--- src/rtl/product_accumulator_pkg.sv ---
// product_accumulator_pkg: shared defaults, FSM state encoding and counter-width helper
package product_accumulator_pkg;

    localparam int P_WIDTH_DEF   = 8;
    localparam int ACC_WIDTH_DEF = 12;
    localparam int COUNT_DEF     = 16;

    typedef enum logic {
        ACCUM = 1'b0,
        HOLD  = 1'b1
    } state_t;

    // Bits needed to hold values 0..count.
    function automatic int count_w(input int count);
        return $clog2(count + 1);
    endfunction

endpackage

--- src/rtl/product_accumulator_if.sv ---
// product_accumulator_if: input/output valid-ready bus of the product accumulator
//   in_valid/in_ready/in_product : product stream into the accumulator
//   out_valid/out_ready/out_sum/out_overflow : finished block result
//   master = producer/consumer side, slave = accumulator side
interface product_accumulator_if
    import product_accumulator_pkg::*;
#(
    parameter int P_WIDTH   = P_WIDTH_DEF,
    parameter int ACC_WIDTH = ACC_WIDTH_DEF
);
    logic                 in_valid;
    logic                 in_ready;
    logic [P_WIDTH-1:0]   in_product;
    logic                 out_valid;
    logic                 out_ready;
    logic [ACC_WIDTH-1:0] out_sum;
    logic                 out_overflow;

    modport master (
        output in_valid, in_product, out_ready,
        input  in_ready, out_valid, out_sum, out_overflow
    );

    modport slave (
        input  in_valid, in_product, out_ready,
        output in_ready, out_valid, out_sum, out_overflow
    );
endinterface

--- src/rtl/product_accumulator.sv ---
// product_accumulator: sums blocks of COUNT products and presents each block sum on valid/ready
//   clk, rst_n : clock and asynchronous active-low reset
//   clear      : synchronous abort of partial block and held result
//   bus        : product input and result output handshakes (slave modport)
//   busy       : a block is partially accumulated or a result is held
module product_accumulator
    import product_accumulator_pkg::*;
#(
    parameter int P_WIDTH   = P_WIDTH_DEF,
    parameter int ACC_WIDTH = ACC_WIDTH_DEF,
    parameter int COUNT     = COUNT_DEF
) (
    input  logic                  clk,
    input  logic                  rst_n,
    input  logic                  clear,
    product_accumulator_if.slave  bus,
    output logic                  busy
);

    localparam int COUNT_W = count_w(COUNT);

    state_t               state_q, state_d;
    logic [ACC_WIDTH-1:0] acc_q, acc_d, sum_q, sum_d;
    logic [COUNT_W-1:0]   count_q, count_d;
    logic                 ovf_q, ovf_d, out_ovf_q, out_ovf_d, in_ready_q, in_ready_d;
    logic [ACC_WIDTH:0]   add;
    logic                 accept, last;

    always_comb begin
        add        = {1'b0, acc_q} + (ACC_WIDTH + 1)'(bus.in_product);
        accept     = bus.in_valid & in_ready_q & ~clear;
        last       = count_q == COUNT_W'(COUNT - 1);
        state_d    = state_q;
        acc_d      = acc_q;
        count_d    = count_q;
        ovf_d      = ovf_q;
        sum_d      = sum_q;
        out_ovf_d  = out_ovf_q;
        if (clear) begin
            state_d = ACCUM;
            acc_d   = '0;
            count_d = '0;
            ovf_d   = 1'b0;
        end else if (state_q == HOLD) begin
            if (bus.out_ready) state_d = ACCUM;
        end else if (accept) begin
            if (last) begin
                sum_d     = add[ACC_WIDTH-1:0];
                out_ovf_d = ovf_q | add[ACC_WIDTH];
                acc_d     = '0;
                count_d   = '0;
                ovf_d     = 1'b0;
                state_d   = HOLD;
            end else begin
                acc_d   = add[ACC_WIDTH-1:0];
                ovf_d   = ovf_q | add[ACC_WIDTH];
                count_d = count_q + COUNT_W'(1);
            end
        end
        // Registered from the next state so in_ready never sees in_valid combinationally.
        in_ready_d = state_d == ACCUM;
    end

    always_ff @(posedge clk or negedge rst_n) begin
        if (!rst_n) begin
            state_q    <= ACCUM;
            acc_q      <= '0;
            count_q    <= '0;
            ovf_q      <= 1'b0;
            sum_q      <= '0;
            out_ovf_q  <= 1'b0;
            in_ready_q <= 1'b0;
        end else begin
            state_q    <= state_d;
            acc_q      <= acc_d;
            count_q    <= count_d;
            ovf_q      <= ovf_d;
            sum_q      <= sum_d;
            out_ovf_q  <= out_ovf_d;
            in_ready_q <= in_ready_d;
        end
    end

    assign bus.in_ready     = in_ready_q;
    assign bus.out_valid    = state_q == HOLD;
    assign bus.out_sum      = sum_q;
    assign bus.out_overflow = out_ovf_q;
    assign busy             = (count_q != '0) | (state_q == HOLD);

endmodule

--- src/flat_wrapper.sv ---
// flat-port wrapper written by rule: the top's interface ports become plain ports
module product_accumulator_flat import product_accumulator_pkg::*;
#(
    parameter int P_WIDTH   = P_WIDTH_DEF,
    parameter int ACC_WIDTH = ACC_WIDTH_DEF,
    parameter int COUNT     = COUNT_DEF
)
  (clk, rst_n, clear, busy, bus_in_valid, bus_in_product, bus_out_ready, bus_in_ready, bus_out_valid, bus_out_sum, bus_out_overflow);
  product_accumulator_if #(.P_WIDTH(P_WIDTH), .ACC_WIDTH(ACC_WIDTH)) bus_i ();
  input  logic clk;
  input  logic rst_n;
  input  logic clear;
  output logic busy;
  input wire logic [$bits(bus_i.in_valid)-1:0] bus_in_valid;
  input wire logic [$bits(bus_i.in_product)-1:0] bus_in_product;
  input wire logic [$bits(bus_i.out_ready)-1:0] bus_out_ready;
  output wire logic [$bits(bus_i.in_ready)-1:0] bus_in_ready;
  output wire logic [$bits(bus_i.out_valid)-1:0] bus_out_valid;
  output wire logic [$bits(bus_i.out_sum)-1:0] bus_out_sum;
  output wire logic [$bits(bus_i.out_overflow)-1:0] bus_out_overflow;
  assign bus_i.in_valid = bus_in_valid;
  assign bus_i.in_product = bus_in_product;
  assign bus_i.out_ready = bus_out_ready;
  assign bus_in_ready = bus_i.in_ready;
  assign bus_out_valid = bus_i.out_valid;
  assign bus_out_sum = bus_i.out_sum;
  assign bus_out_overflow = bus_i.out_overflow;
  product_accumulator #(.P_WIDTH(P_WIDTH), .ACC_WIDTH(ACC_WIDTH), .COUNT(COUNT)) u_core (.clk(clk), .rst_n(rst_n), .clear(clear), .bus(bus_i), .busy(busy));
endmodule
--- config.mk ---
export PLATFORM = sky130hd
export DESIGN_NAME = product_accumulator_flat
export DESIGN_NICKNAME = d
export VERILOG_FILES = /design/src/rtl/product_accumulator_pkg.sv /design/src/rtl/product_accumulator_if.sv /design/src/rtl/product_accumulator.sv /design/src/flat_wrapper.sv
export SDC_FILE = /design/constraint.sdc
export NUM_CORES = 1
export LEC_CHECK = 0
export CAP_MARGIN = 20
export CORE_MARGIN = 2
export CORE_UTILIZATION = 53
export CTS_BUF_LIST = sky130_fd_sc_hd__clkbuf_4 sky130_fd_sc_hd__clkbuf_8 sky130_fd_sc_hd__clkbuf_16
export CTS_CLUSTER_SIZE = 25
export DETAILED_ROUTE_END_ITERATION = 12
export GPL_TIMING_DRIVEN = 0
export MAX_ROUTING_LAYER = met4
export PLACE_DENSITY = 0.9
export RECOVER_POWER = 25
export SETUP_SLACK_MARGIN = 0.3
export SLEW_MARGIN = 20
export SYNTH_ARGS = -nofsm -noshare
export SYNTH_HDL_FRONTEND = slang
export SYNTH_SLANG_ARGS = --single-unit
--- constraint.sdc ---
create_clock -name clk -period 2.5 [get_ports clk]
set_clock_uncertainty 0.1 [all_clocks]
set_input_delay 0.25 -clock clk [delete_from_list [all_inputs] [get_ports clk]]
set_output_delay 0.25 -clock clk [all_outputs]
set_load 0.1 [all_outputs]
Yosys cells after proc, flatten, opt, wreduce, memory -nomap -nowiden
Index checks and enable logic that the tools add are counted.
{"block": "totals", "wordCells": 39, "inputBits": 13, "regBits": 33, "output_inout_bits": 16}
{"block": "op_classes", "eq_ne": 2, "muxes": 17, "bitwise_logic": 7, "reduce_logical": 4, "add_sub_neg": 2}
{"op": "$mux 12", "count": 4}
{"op": "$mux 5", "count": 4}
{"op": "$add 12x8->13", "count": 1}
{"op": "$mux 1", "count": 9}
{"op": "$add 5x1->5 const B", "count": 1}
{"op": "$eq 5x4->1 const B", "count": 1}
{"op": "$reduce_bool 5->1", "count": 1}
{"op": "$reduce_and 4->1", "count": 1}
{"op": "$not 1->1", "count": 3}
{"op": "$and 1x1->1", "count": 2}
{"op": "$ne 2x2->1 const B", "count": 1}
{"op": "$or 1x1->1", "count": 2}
{"op": "$reduce_and 2->1", "count": 1}
{"op": "$reduce_bool 2->1", "count": 1}

Depth between registers and ports, before layout
{"block": "logic_depth", "depth_word": 6, "mapped_depth": 8, "ltp_nobuf": 7}

Worst setup path after synthesis
Ideal clock, no wire load.
{"block": "synth_timing", "path_type": "register to register", "startpoint": "reg u_core.in_ready_q (netlist: u_core.bus.in_ready)", "endpoint": "reg u_core.sum_q[0] (netlist: u_core.bus.out_sum[0])", "stages_incl_launch_ff": 6, "setup_ns": 0.125, "t_required_ns": 2.275, "synth_period_minus_slack_ns": 2.419, "arrival_ns": 2.193, "setup_slack_ns": 0.081, "path_buffers": 2, "cell_sequence": "dfrtp_1 -> nand3b_4 -> or4_4 -> buf_6 -> buf_8 -> mux2_4"}
{"block": "synth_between", "elab_chain_len": 3}
{"item": "start, declared", "line_no": "product_accumulator.sv:25", "text": "logic ovf_q, ovf_d, out_ovf_q, out_ovf_d, in_ready_q, in_ready_d;"}
{"item": "start signal, assigned", "line_no": "product_accumulator.sv:80", "text": "in_ready_q <= in_ready_d;"}
{"item": "$and 1x1->1 (2 in series)", "line_no": "product_accumulator.sv:31", "text": "accept = bus.in_valid & in_ready_q & ~clear;"}
{"item": "$reduce_and 4->1 (no source line)"}
{"item": "end signal, assigned", "line_no": "product_accumulator.sv:78", "text": "sum_q <= sum_d;"}
{"item": "end, declared", "line_no": "product_accumulator.sv:23", "text": "logic [ACC_WIDTH-1:0] acc_q, acc_d, sum_q, sum_d;"}
Every way passes these cells.
A chain may end at the register's enable or synchronous reset.

Worst setup path in the final report
{"block": "layout_timing", "startpoint": "reg u_core.acc_q[0]", "endpoint": "reg u_core.acc_q[8]"}
{"block": "layout_between", "elab_chain_len": 5}
{"item": "start, declared", "line_no": "product_accumulator.sv:23"}
{"item": "start signal, assigned", "line_no": "product_accumulator.sv:67", "text": "acc_q <= '0;"}
{"item": "start signal, assigned", "line_no": "product_accumulator.sv:75", "text": "acc_q <= acc_d;"}
{"item": "$add 12x8->13", "line_no": "product_accumulator.sv:30", "text": "add = {1'b0, acc_q} + (ACC_WIDTH + 1)'(bus.in_product);"}
{"item": "$mux 12", "line_no": "product_accumulator.sv:47", "text": "if (last) begin"}
{"item": "$mux 12", "line_no": "product_accumulator.sv:46", "text": "end else if (accept) begin"}
{"item": "$mux 12", "line_no": "product_accumulator.sv:44", "text": "end else if (state_q == HOLD) begin"}
{"item": "$mux 12", "line_no": "product_accumulator.sv:39", "text": "if (clear) begin"}
Every way passes these cells. The select of a mux whose other input is x is not followed.

==> impl_metrics.csv <==
group,metric,value,unit
run_status,status,"completed",
clock_tree,clk_latency,0.35,ns
detailed_routing,drt-total-wl,3940,um
global_route,grt_max_degree,34,
logic_synthesis,synthArstFlopShare,100,%
sta,relSlewSlack,35.8,%
sta,rsz0062_at_grt,"true",
place,dp_hpwl,2730,um
detailed_routing,ant_nets,0,
pwr,switchingPower,0.436,mW
sta,finalHoldViolations,0,
global_route,grt_first_pass_wirelength,6550,um
floorplan,rows,21,
floorplan,die_y,63.3,um
place,io_buffers,27,
clock_tree,cts_buffers,5,
global_route,grt_pass1_vias,1502,
logic_synthesis,seq_area_frac_synth,44.3,%
logic_synthesis,ys_top_cells_by_count,"dfrtp_1, nand2_1, a21oi_1, nor2_1",
logic_synthesis,syn_avg_cell_area,10.5,sq um
final_layout,fillCellCount,267,
pwr,p_comb_share,26.3,%
place,gp_congestion,0.864,
logic_synthesis,syn-num-nets,202,
pwr,power.leakage,1.17,nW
global_route,antenna_found_initial,0,
detailed_routing,viasPerCell,5.61,
clock_tree,cts-root-buf,"clkbuf_4",
clock_tree,cts_sinks,33,
final_layout,synthToLayoutAreaGrowth,24.7,%
logic_synthesis,syn-cell-area,0.00186,sq mm
logic_synthesis,post-synth-top-count-cell,"dfrtp_1",
pwr,p_int,0.924,mW
logic_synthesis,netlist_instances,178,
floorplan,io_pins,29,
clock_tree,clockBufferDepth,2,
floorplan,dieWidth,63.3,um
logic_synthesis,yosysTopAreaCellShare,44.3,%
global_route,grt.total_usage,21.9,%
sta,slew_viol_final,0,
job,cap_viol_max_count,0,
pwr,clockPowerShare,30.0,%
critical_path,cp_max_fo,3,
final_layout,antennaDiodeCount,0,
final_layout,num-nets-final,241,
logic_synthesis,synth_top_family_by_area,"compound AO/OA/AOI/OAI gates",
floorplan,dieArea,0.00401,sq mm
clock_tree,clk_pin_slew,0.11,ns
logic_synthesis,ys_seq_elements,33,
sta,worstMarginPinSlew,0.961,ns
clock_tree,cts_tree,"done",
logic_synthesis,synthFlopType,"dfrtp_1",
detailed_routing,routedWlPerCell,14.9,um
critical_path,r2r_slack,0.27,ns
detailed_routing,drc,0,
pwr,p_seq_share,43.7,%
critical_path,required,2.68,ns
sta,fmax,449,MHz
critical_path,critPathKind,"flip-flop to flip-flop",
critical_path,cp-end-kind,"flip-flop",
global_route,grt_overflow,0,
final_layout,fin_util,69.1,%
sta,period_share,89.1,%
sta,finalCriticalPeriod,2.23,ns
sta,fin_tns_setup,0,ns
logic_synthesis,synth-simple-area-share,15.2,%
critical_path,arrival,2.40,ns
detailed_routing,num_vias,1481,
logic_synthesis,synth_adder_area_share,7.79,%
detailed_routing,dr.pass1.iters,4,
pwr,p_sw_share,32.1,%
critical_path,start_kind,"flip-flop",
pwr,power_density,585,mW/mm^2
min_path,hold_class,"input port to flip-flop",
logic_synthesis,synth_xor_area_share,5.17,%
floorplan,initial_core_util,55.4,%
logic_synthesis,synth_compound_area_share,17.8,%
final_layout,layout-drive-gt1-share,17.4,%
detailed_routing,dr.first_iter.drc_count,93,
floorplan,coreArea,0.00336,sq mm
sta,setup_viol,0,
logic_synthesis,synth_area_leaders,"dfrtp_1, ha_1, mux2_4",
logic_synthesis,yosys.area.top_type,"dfrtp_1",
logic_synthesis,synth_edf_count,0,
logic_synthesis,synthDistinctLibCells,48,
logic_synthesis,yosysWarningCount,0,
pwr,peakVddDrop,0.321,mV
clock_tree,htree_levels,2,
logic_synthesis,synthMuxAreaShare,6.31,%
[path summary, 6_finish.rpt]
check,start,to,cells after the start
max,u_core.acc_q[0],u_core.acc_q[8],7
min,clear,u_core.count_q[4],2
max reg2reg,u_core.acc_q[0],u_core.acc_q[8],7
min reg2reg,u_core.bus.out_sum[11],u_core.bus.out_sum[11],2
max in group asynchronous,rst_n,u_core.bus.in_ready,2
min in group asynchronous,rst_n,u_core.acc_q[6],2
[critical path, cell delays in order, from the launching register on]
cell	delay (ns)
dfrtp_1	0.43
ha_4	0.18
fa_2	0.37
a211oi_2	0.22
o21bai_1	0.11
a221o_1	0.37
or2_0	0.21
a31oi_1	0.16
[power groups by stage]
stage	combinational [mW]	clock (mW)	sequential (mW)
after global routing	0.395	0.441	0.596
after floorplan	0.242	0	0.594
final	0.357	0.408	0.594
after CTS	0.339	0.418	0.590
after detailed placement	0.322	0	0.601
after global placement	0.311	0	0.599
[routing by layer]
layer,GRT usage [%],up-vias,share of wire (%)
li1,-,722,-
met1,25.3,702,43
met2,35.9,43,50
met3,5.54,14,5.0
met4,10.3,0,2.8
met5,-,-,0
[through the flow]
stage	power, mW	setup slack (ns)	hold slack [ns]	std cells	instance area (sq um)
3_3_place_gp	0.910	-0.126	0.366	251	2190
3_5_place_dp	0.923	-0.160	0.248	251	2190
6_report	1.36	0.274	0.0610	264	2320
2_1_floorplan	0.835	0.316	-0.146	178	1870
4_1_cts	1.35	0.227	0.0515	263	2300
5_1_grt	1.43	0.162	0.0672	264	2320
[logic make-up (layout without fill, tap and decap cells)]
kind of cell	Yosys count	count (layout)
AOI/OAI and AO/OA	49	49
xor gates and xnor gates	11	11
adders and majority gates	11	11
buffers and inverters	11	51
DFF	33	33
muxes	9	9
and+or+nand+nor	54	54
[cells in the final DEF (no fill, tap or decap), drive strengths merged, types with 9 or more instances in the layout]
cell type	netlist	routed
clkbuf	3	9
clkdlybuf4s50	0	9
buf	5	10
o21ai	13	13
nand2	19	19
nor2	11	11
dlygate4sd2	0	13
a21oi	12	12
ha	10	10
dfrtp	33	33
[sequential cells by signal (all words and copies together), names as in the netlist]
| register | flops |
|---|---|
| u_core.count_q | 5 |
| u_core.bus.out_valid | 1 |
| u_core.ovf_q | 1 |
| u_core.acc_q | 12 |
| u_core.bus.out_overflow | 1 |
| u_core.bus.in_ready | 1 |
| u_core.bus.out_sum | 12 |
[area by class of cell]
class | instances | area [sq um] | area share, %
multi-input cells | 134 | 1000 | 43.1
flip-flops and latches | 33 | 828 | 35.6
repair buffers | 32 | 289 | 12.4
well taps | 46 | 57.6 | 2.48
plain buffers | 8 | 52.6 | 2.26
clock inverters | 3 | 46.3 | 1.99
clock buffers | 5 | 37.5 | 1.61
inverters | 3 | 11.3 | 0.484
[repair_timing]
| action | in CTS | in global routing |
|---|---|---|
| endpoints found under the hold margin | 33 | 0 |
| gates resized for setup | 17 | 10 |
| hold buffers | 1 | 0 |
| setup endpoints to repair | 17 | 14 |
| buffers inserted | 3 | 1 |
| pin swaps | 5 | 3 |
Note: power is estimated with default switching activity, not from simulation.
